===== src/rtl/instr_fetch.sv =====
// instr_fetch: instruction fetch stage feeding the execute unit.
//
// Holds the PC and reads 32-bit words from a synchronous instruction
// memory with a 1-cycle read latency. Each word goes to execute as `ir`.
// A word whose IR[31:27] equals HALT_OP is never forwarded. Instead the
// stage parks in HALTED until the next start pulse.
//
// Ports:
//   clk          in   sole clock, rising edge
//   rst_n        in   synchronous active-low reset
//   start        in   one-cycle pulse, leaves IDLE / HALTED
//   jump_en      in   redirect request
//   jump_addr    in   redirect target [ADDR_W]
//   imem_en      out  memory read strobe (high in FETCH)
//   imem_addr    out  memory read address, always equal to pc
//   imem_rdata   in   read data, valid the cycle after imem_en
//   ir           out  instruction presented to execute
//   ir_valid     out  ir holds an unconsumed instruction
//   ir_ready     in   execute accepts ir
//   pc           out  current fetch PC
//   halted       out  HALT encountered, fetch parked
//   instr_count  out  instructions handed off (saturating)
//   stall_count  out  cycles with ir_valid=1 and ir_ready=0 (saturating)
//   dbg_state    out  FSM state: 0 IDLE, 1 FETCH, 2 WAIT, 3 VALID, 4 HALTED
//
// Handshake: a transfer happens at any rising edge where ir_valid and
// ir_ready are both 1. While ir_valid is 1, ir does not change. ir_valid
// only drops after a transfer, a redirect or a reset.
//
// Build option: define INSTR_FETCH_PERF_CNT_EN to build the two
// performance counters. Without it, instr_count and stall_count are
// tied to zero.
module instr_fetch #(
  parameter int                ADDR_W   = 8,
  parameter logic [ADDR_W-1:0] RESET_PC = '0,
  parameter logic [4:0]        HALT_OP  = 5'b11111
) (
  input  logic              clk,
  input  logic              rst_n,
  input  logic              start,
  input  logic              jump_en,
  input  logic [ADDR_W-1:0] jump_addr,
  output logic              imem_en,
  output logic [ADDR_W-1:0] imem_addr,
  input  logic [31:0]       imem_rdata,
  output logic [31:0]       ir,
  output logic              ir_valid,
  input  logic              ir_ready,
  output logic [ADDR_W-1:0] pc,
  output logic              halted,
  output logic [31:0]       instr_count,
  output logic [31:0]       stall_count,
  output logic [2:0]        dbg_state
);

  localparam logic [2:0] S_IDLE   = 3'd0;
  localparam logic [2:0] S_FETCH  = 3'd1;
  localparam logic [2:0] S_WAIT   = 3'd2;
  localparam logic [2:0] S_VALID  = 3'd3;
  localparam logic [2:0] S_HALTED = 3'd4;

  localparam logic [ADDR_W-1:0] PC_STEP = {{(ADDR_W-1){1'b0}}, 1'b1};

  logic [2:0] state;

  assign imem_en   = (state == S_FETCH);
  assign imem_addr = pc;
  assign ir_valid  = (state == S_VALID);
  assign halted    = (state == S_HALTED);
  assign dbg_state = state;

  always_ff @(posedge clk) begin
    if (!rst_n) begin
      state <= S_IDLE;
      pc    <= RESET_PC;
      ir    <= '0;
    end else begin
      case (state)
        // Parked states: a jump only retargets the PC.
        // If start and jump_en arrive together, fetch begins at the new target.
        S_IDLE, S_HALTED: begin
          if (jump_en) pc <= jump_addr;
          if (start) state <= S_FETCH;
        end
        // A redirect here re-issues the read at the new PC. The stale
        // data returning next cycle is never sampled.
        S_FETCH: begin
          if (jump_en) pc <= jump_addr;
          else         state <= S_WAIT;
        end
        // A redirect beats both the returning word and a HALT decode.
        // The PC is not incremented in that case.
        S_WAIT: begin
          if (jump_en) begin
            pc    <= jump_addr;
            state <= S_FETCH;
          end else begin
            pc <= pc + PC_STEP;
            if (imem_rdata[31:27] == HALT_OP) begin
              state <= S_HALTED;
            end else begin
              ir    <= imem_rdata;
              state <= S_VALID;
            end
          end
        end
        // A redirect drops an unconsumed ir. A redirect that coincides with
        // ir_ready still counts as a completed transfer.
        S_VALID: begin
          if (jump_en) begin
            pc    <= jump_addr;
            state <= S_FETCH;
          end else if (ir_ready) begin
            state <= S_FETCH;
          end
        end
        default: state <= S_IDLE;
      endcase
    end
  end

`ifdef INSTR_FETCH_PERF_CNT_EN
  logic [31:0] instr_cnt_q;
  logic [31:0] stall_cnt_q;

  always_ff @(posedge clk) begin
    if (!rst_n) begin
      instr_cnt_q <= '0;
      stall_cnt_q <= '0;
    end else if (state == S_VALID) begin
      if (ir_ready) begin
        if (instr_cnt_q != 32'hFFFF_FFFF) instr_cnt_q <= instr_cnt_q + 32'd1;
      end else begin
        if (stall_cnt_q != 32'hFFFF_FFFF) stall_cnt_q <= stall_cnt_q + 32'd1;
      end
    end
  end

  assign instr_count = instr_cnt_q;
  assign stall_count = stall_cnt_q;
`else
  assign instr_count = 32'h0;
  assign stall_count = 32'h0;
`endif

endmodule

===== config.mk =====
export PLATFORM = sky130hd
export DESIGN_NAME = instr_fetch
export DESIGN_NICKNAME = d
export VERILOG_FILES = /design/src/rtl/instr_fetch.sv
export SDC_FILE = /design/constraint.sdc
export NUM_CORES = 1
export LEC_CHECK = 0
export CAP_MARGIN = 20
export CORE_MARGIN = 2
export CORE_UTILIZATION = 39
export DETAILED_ROUTE_END_ITERATION = 12
export PLACE_DENSITY = 0.87
export SETUP_SLACK_MARGIN = 0.15
export SLEW_MARGIN = 5
export SYNTH_ARGS = -nofsm -noshare
export SYNTH_HDL_FRONTEND = slang
export SYNTH_SLANG_ARGS = --single-unit
export TNS_END_PERCENT = 10

===== constraint.sdc =====
create_clock -name clk -period 4.3 [get_ports clk]
set_input_delay 0.645 -clock clk [delete_from_list [all_inputs] [get_ports clk]]
set_output_delay 0.645 -clock clk [all_outputs]
set_load 0.01 [all_outputs]

==> flow_summary.toml, run 1 <==
[run_status]
status = "finished, final reports clean"

[placed_design]
place.gp.congestion = 0.829
pre_cts_ws_ns = 1.12
port-buffer-count = 98
detailed_place_hpwl_um = 4120

[critical_path]
arrival_ns = 3.01
startpoint = "jump_en"
reg2reg_to = "ir[19]$_SDFFE_PN0P_"
rr_worst_depth = 5
regToRegSetupSlack_ns = 1.97
endpoint_kind = "flop"
r2r_start = "dbg_state[1]$_SDFFE_PN0P_"
crit_fanout = 29
crit_type = "in -> reg"
crit_end = "ir[19]$_SDFFE_PN0P_"
crit_path_start_kind = "input port"
required_ns = 4.44

[yosys]
seq_area_frac_synth_pct = 35.5
synthArstFlopShare_pct = 0
yosysMostFrequentCell = "buf_4"
synth-seq-cells = 43
syn_area_per_cell_um2 = 8.95
yosys_warnings = 0
netlist_instances = 271
synth-edff-count = 0
synthTopCellsByCount = "72 x buf_4, 43 x dfxtp_1, 34 x nor2_1, 32 x mux2i_1, 8 x nand2_1"
synth_largest_area_cell = "dfxtp_1"
mappedNetlistArea_um2 = 2420
synth_top_cell_area_share_pct = 35.5
yosys-top-cells-area = "dfxtp_1 36%, buf_4 22%, mux2i_1 13%"
synthFlopType = "dfxtp_1"
synth_cell_types = 42

[clocking]
cts.path.max_buffers = 2
cts_tree = "built"
cts.sinks = 43
holdBufCountCts = 0
cts_root_buffer = "clkbuf_8"
cts_setup_buffers = 0
clkTransAtPathRegs_ns = 0.09
htree_levels = 2
cts_buffers = 5
clock_latency_ns = 0.29
ctsResizeCount = 0

[sta]
slew_headroom_pct = 34.7
fin_crit_ns = 2.87
rsz0062_at_grt = "false"
drv_slew = 0
fin_skew_ns = 0.00483
setup_slack_ns = 1.43
setup_viol = 0
finalCritPeriodShare_pct = 66.7
finalSetupTns_ns = 0
timing.fmax_mhz = 349
finalHoldViolCount = 0
tightest_slew_ns = 0.979

[detailed_routing]
wl_um = 5510
drc_errors = 0
post_drt_wl_per_cell_um = 12.8
route.vias.total = 1996
drtIter0Drc = 176
firstDrtPassIters = 4
antenna_left = 0
detail_route.vias_per_cell = 4.62

[finish]
regArea_um2 = 861
syn2layout_area_growth_pct = 33.0
num-nets-final = 402
diodes = 0
nFillCells = 546
multi_input_area_um2 = 1170
drive_gt1_share_pct = 3.92

[floorplanning]
num_rows = 28
die_w_um = 82.9
fp.dieH_um = 82.9
io_pins = 163
core_um2 = 5960
start_util_pct = 40.7
dieArea_um2 = 6860

[job]
drv_cap = 0

[grt]
grt_pass1_wl_um = 8760
grt_start_max_net_pins = 34
overflow = 0
antenna_found_initial = 0
gr-usage-all-layers_pct = 15.1
grt_pass1_vias = 1763

[worst_hold_path]
hold_class = "reg -> reg"
whs_path_depth = 2

[power]
vdd_drop_max_mv = 0.202
power.leakage_nw = 1.22
power.density_nw_per_um2 = 289
-- cells in the final DEF, fill, tap and decap left out, types with 2 or more instances in the layout --
master and count:
a21oi_1 7, a22oi_1 2, a2bb2oi_1 2, a31oi_1 2
and3_1 2, clkbuf_8 5, clkdlybuf4s50_1 98, clkinvlp_4 2
conb_1 64, dfxtp_1 43, inv_1 5, mux2i_1 32
nand2_1 8, nand2b_1 4, nand3_1 5, nor2_1 34
nor3_1 6, nor3b_1 2, nor4_1 2, nor4b_1 2
o21ai_0 4, o221a_2 2, o22ai_1 4, o2bb2ai_1 2
-- through the flow --
stage | instances | util (%) | hold WS, ns | cell area [um^2] | power [mW]
after floorplan | 334 | - | 0.529 | 2660 | 0.613
after global placement | 424 | 52.6 | 0.472 | 3130 | 0.669
after detailed placement | 424 | 52.6 | 0.486 | 3130 | 0.672
after CTS | 432 | 54.2 | 0.508 | 3230 | 0.937
after global routing | 432 | 54.2 | 0.532 | 3230 | 0.979
final | 432 | 54.2 | 0.503 | 3230 | 0.931
-- cell type report --
type                            count  area share [%]
Clock buffer                        5            2.13
Clock inverter                      3           0.737
Inverter                            5           0.582
Multi-Input combinational cell    202            36.3
Sequential cell                    43            26.7
Tap cell                           75            2.91
Timing Repair Buffer               99            30.6
-- worst max-delay path, stage by stage --
cell	delay (ns)
clkdlybuf4s50_1	0.68
or4b_4	0.65
a31oi_4	0.24
buf_4	0.46
mux2i_1	0.26
nor2_1	0.06
-- routing by layer --
layer	wire (um)	GRT usage, %	part of all wire [%]
met5	0	0	0
met4	64	4.62	1.2
met3	517	5.17	9.4
met2	2680	24.9	49
met1	2250	18.6	41
-- state kept, by name (all words and copies together), names as in the netlist --
register   cells
ir            32
imem_addr      8
dbg_state      3
-- power by group --
part | internal [mW] | switching, mW | leakage, nW
clock network | 0.116 | 0.149 | 0.0408
registers | 0.418 | 0.0254 | 0.350
logic | 0.117 | 0.105 | 0.834
total | 0.651 | 0.280 | 1.22
-- worst min path at each step --
stage | startpoint | slack, ns | to
finish | ir[4]$_SDFFE_PN0P_ | 0.50 | ir[4]$_SDFFE_PN0P_
global route | ir[27]$_SDFFE_PN0P_ | 0.53 | ir[27]$_SDFFE_PN0P_
CTS | ir[4]$_SDFFE_PN0P_ | 0.51 | ir[4]$_SDFFE_PN0P_
detailed placement | ir[4]$_SDFFE_PN0P_ | 0.49 | ir[4]$_SDFFE_PN0P_
global placement | ir[16]$_SDFFE_PN0P_ | 0.47 | ir[16]$_SDFFE_PN0P_
floorplan | imem_addr[2]$_SDFFE_PN0P_ | 0.53 | imem_addr[2]$_SDFFE_PN0P_
-- cells by family (layout without fill, tap and decap cells) --
family | count (synthesis) | after routing | synth area share (%)
buffers and inverters | 89 | 112 | 26.0
and+or+nand+nor | 70 | 70 | 13.8
DFF | 43 | 43 | 35.5
AOI/OAI and AO/OA | 35 | 35 | 10.8
muxes | 32 | 32 | 13.2
adders and majority gates | 1 | 1 | 0.516
other | 1 | 64 | 0.155
(Power assumes the default switching activity.)
==> run 2: changes to the inputs <==
CORE_UTILIZATION = 36   (was 39)
PLACE_DENSITY = 0.81   (was 0.87)
clock period = 2.7 ns   (was 4.3 ns; I/O delays follow)
==> run 2 against run 1 <==
Compared with the run above:
- final area grew 1.4%
- core utilization shrank 3.2 points
- largest cell class unchanged
- wire length grew 3.5%
- first-iteration DRC count shrank 57%
- flip-flop and latch count is the same
- die area grew 7.9%
- power grew 63%
==> flow_summary.toml, run 2 (synthesis results as in run 1) <==
[clocking]
htree_levels = 2
cts_buffers = 5
cts_setup_buffers = 0
cts_tree = "built"
holdBufCountCts = 0
cts.sinks = 43
cts_root_buffer = "clkbuf_8"
cts.path.max_buffers = 2
clock_latency_ns = 0.29
clkTransAtPathRegs_ns = 0.08
ctsResizeCount = 0

[floorplanning]
fp.dieH_um = 86.1
start_util_pct = 37.8
core_um2 = 6420
io_pins = 163
die_w_um = 86.1
dieArea_um2 = 7410
num_rows = 29

[finish]
regArea_um2 = 861
layout_commonest_cell = "clkdlybuf4s50_1"
most-common-layout-cells = "98 x clkdlybuf4s50_1, 64 x conb_1, 43 x dfxtp_1"
multi_input_area_um2 = 1170
syn2layout_area_growth_pct = 34.9
num-nets-final = 405
top_register = "ir"
nFillCells = 603
largest_reg_flops = 32
drive_gt1_share_pct = 4.44
diodes = 0

[grt]
grt_pass1_vias = 1920
gr-usage-all-layers_pct = 15.6
grt_pass1_wl_um = 9170
grt_start_max_net_pins = 32
antenna_found_initial = 0
overflow = 0

[placed_design]
port-buffer-count = 98
place.gp.congestion = 0.891
detailed_place_hpwl_um = 4400

[detailed_routing]
antenna_left = 0
firstDrtPassIters = 4
detail_route.vias_per_cell = 4.62
post_drt_wl_per_cell_um = 13.1
wl_um = 5710
drtIter0Drc = 75
drc_errors = 0
route.vias.total = 2018

[critical_path]
crit_fanout = 16
crit_path_start_kind = "flop"
rr_worst_depth = 4
arrival_ns = 1.89
crit_type = "reg -> out"
endpoint_kind = "primary output"
required_ns = 2.30

[sta]
tightest_slew_ns = 0.535
slew_headroom_pct = 63.3
finalCritPeriodShare_pct = 85.0
setup_viol = 0
drv_slew = 0
fin_crit_ns = 2.30
fin_skew_ns = 0.00801
timing.fmax_mhz = 436
finalSetupTns_ns = 0
finalHoldViolCount = 0
rsz0062_at_grt = "false"

[power]
power.density_nw_per_um2 = 464
vdd_drop_max_mv = 0.396
power.leakage_nw = 1.25
p_total_mw = 1.52

[run_status]
status = "finished, final reports clean"

[worst_hold_path]
whs_path_depth = 2
hold_class = "reg -> reg"

[job]
drv_cap = 0
## run 2: critical path: stages (launching register included)
cell,delay (ns)
dfxtp_1,0.64
nor3b_1,0.35
clkdlybuf4s50_1,0.61
## run 2: stage by stage
stage          cell area [um^2]  hold slack, ns  utilization [%]  cells  setup WS (ns)
2_1_floorplan              2660           0.529                -    334          0.931
3_3_place_gp               3170           0.472             49.4    429          0.484
3_5_place_dp               3170           0.484             49.4    429          0.465
4_1_cts                    3270           0.506             50.9    437          0.400
5_1_grt                    3270           0.536             50.9    437          0.248
6_report                   3270           0.500             50.9    437          0.405
## run 2: path summary, 6_finish.rpt
kind                                  start                         to  slack [ns]
setup / recovery  dbg_state[0]$_SDFFE_PN0P_                    imem_en        0.40
hold / removal          ir[11]$_SDFFE_PN0P_        ir[11]$_SDFFE_PN0P_        0.50
setup reg to reg  dbg_state[0]$_SDFFE_PN0P_  imem_addr[7]$_SDFFE_PN0P_        0.69
hold reg to reg         ir[11]$_SDFFE_PN0P_        ir[11]$_SDFFE_PN0P_        0.50
## run 2: layer usage
metal | part of all wire, % | GRT usage (%) | up-vias
li1 | - | - | 975
met1 | 38 | 17.2 | 921
met2 | 48 | 25.6 | 114
met3 | 13 | 7.99 | 8
met4 | 1.4 | 5.63 | 0
met5 | 0 | 0 | -
## run 2: layout make-up
type                    count  share of cell area, %
inverters                   5                  0.574
well taps                  77                   2.95
repair buffers            102                   31.3
clock buffers               8                   3.06
multi-input cells         202                   35.8
flip-flops and latches     43                   26.3
## run 2: where the power goes
part	internal, mW	switching, mW
Clock	0.234	0.220
Combinational	0.191	0.170
Sequential	0.666	0.0390
==> run 3: changes to the inputs <==
CELL_PAD_IN_SITES_DETAIL_PLACEMENT = 2   (was not set)
CELL_PAD_IN_SITES_GLOBAL_PLACEMENT = 2   (was not set)
CORE_UTILIZATION = 19   (was 36)
PLACE_DENSITY = not set   (was 0.81)
PLACE_DENSITY_LB_ADDON = 0.1   (was not set)
==> run 3 against run 2 <==
Compared with the run above:
- flip-flop and latch count unchanged
- worst hold slack got worse by 0.0036 ns
- global-route usage decreased by 4.7 points
- core utilization decreased by 23 points
- first-iteration DRC count fell by 37%
- sequential share of layout area shrank 1.3 points
- sequential power is essentially flat
- critical endpoint unchanged
==> flow_summary.toml, run 3 (synthesis results as in run 1) <==
[finish]
largest_reg_flops = 32
diodes = 0
syn2layout_area_growth_pct = 42.1
layout_commonest_cell = "clkdlybuf4s50_1"
top_register = "ir"
most-common-layout-cells = "98 x clkdlybuf4s50_1, 64 x conb_1, 43 x dfxtp_1"
drive_gt1_share_pct = 4.72
num-nets-final = 405
fin_area_um2 = 3440

[detailed_routing]
drc_errors = 0
route.vias.total = 2017
firstDrtPassIters = 4
wl_met2_um = 3500
met3_wirelength_um = 788
met1_length_um = 3260
detail_route.vias_per_cell = 3.79
wl_um = 7580
drtIter0Drc = 47
antenna_left = 0
post_drt_wl_per_cell_um = 14.3
topRoutingLayerUsed = "met4"

[sta]
fin_skew_ns = 0.00473
drv_slew = 0
fin_crit_ns = 2.32
finalCritPeriodShare_pct = 85.8
tightest_slew_ns = 0.625
rsz0062_at_grt = "false"
finalHoldViolCount = 0
setup_slack_ns = 0.384
slew_headroom_pct = 57.9
fin_hold_ws_ns = 0.497
timing.fmax_mhz = 432
finalSetupTns_ns = 0
setup_viol = 0

[power]
p_total_mw = 1.72
power.leakage_nw = 1.27
power.density_nw_per_um2 = 499
vdd_drop_max_mv = 0.261

[clocking]
cts_setup_buffers = 0
cts_root_buffer = "clkbuf_16"
holdBufCountCts = 0
ctsResizeCount = 0
cts.path.max_buffers = 2
clkTransAtPathRegs_ns = 0.07
htree_levels = 2
cts_tree = "built"
clock_latency_ns = 0.28
cts_buffers = 5
cts.sinks = 43

[critical_path]
crit_type = "reg -> out"
endpoint_kind = "primary output"
arrival_ns = 1.91
required_ns = 2.30
crit_fanout = 16
crit_path_start_kind = "flop"

[placed_design]
place.gp.congestion = 0.744
detailed_place_hpwl_um = 5690
pre_cts_ws_ns = 0.354
port-buffer-count = 98
dpl_cell_area_um2 = 3290

[grt]
antenna_found_initial = 0
grt_pass1_vias = 2060
overflow = 0
grt_pass1_wl_um = 11400
grt_start_max_net_pins = 32
gr-usage-all-layers_pct = 10.8

[floorplanning]
core_um2 = 12500
num_rows = 41
dieArea_um2 = 13700
io_pins = 163
die_w_um = 117
fp.dieH_um = 117
start_util_pct = 19.4

[run_status]
status = "finished, final reports clean"

[job]
drv_cap = 0

[worst_hold_path]
hold_class = "reg -> reg"
## run 3: cell types whose count changed in the layout (fill, tap and decap cells not counted), sizes merged
cell	previous run	this run
clkinv	0	1
clkbuf	8	6
clkinvlp	0	1
## run 3: final timing paths
check	from	end	slack, ns	cells past startpoint
worst max register to register	dbg_state[0]$_SDFFE_PN0P_	imem_addr[7]$_SDFFE_PN0P_	0.51	4
worst min register to register	ir[25]$_SDFFE_PN0P_	ir[25]$_SDFFE_PN0P_	0.50	2
worst min-delay path	ir[25]$_SDFFE_PN0P_	ir[25]$_SDFFE_PN0P_	0.50	2
worst max-delay path	dbg_state[0]$_SDFFE_PN0P_	imem_en	0.38	2
## run 3: power breakdown
part	internal (mW)	switching [mW]	leakage, nW
registers	0.666	0.0419	0.350
logic	0.191	0.179	0.851
clock network	0.370	0.272	0.0731
## run 3: metal layers
metal	up-vias	GRT usage (%)
met5	-	0
met4	0	2.12
met3	4	5.61
met2	85	17.2
met1	957	13.2
li1	971	-
## run 3: final cells by class
cell class	instances	area, um^2
timing repair buffer	102	1020
clock inverter	2	16.3
multi-input combinational	202	1170
fill	1464	9070
inverter	5	18.8
tap	172	215
sequential	43	861
clock buffer	6	139
## run 3: stage by stage
step / std cells / util, %
floorplan: 334 / -
global placement: 524 / 26.3
detailed placement: 524 / 26.3
CTS: 532 / 27.5
global route: 532 / 27.5
finish: 532 / 27.5
## run 3: critical path: stages, from the launching register on
cell and delay (ns):
dfxtp_1 0.69, nor3b_1 0.34, clkdlybuf4s50_1 0.60
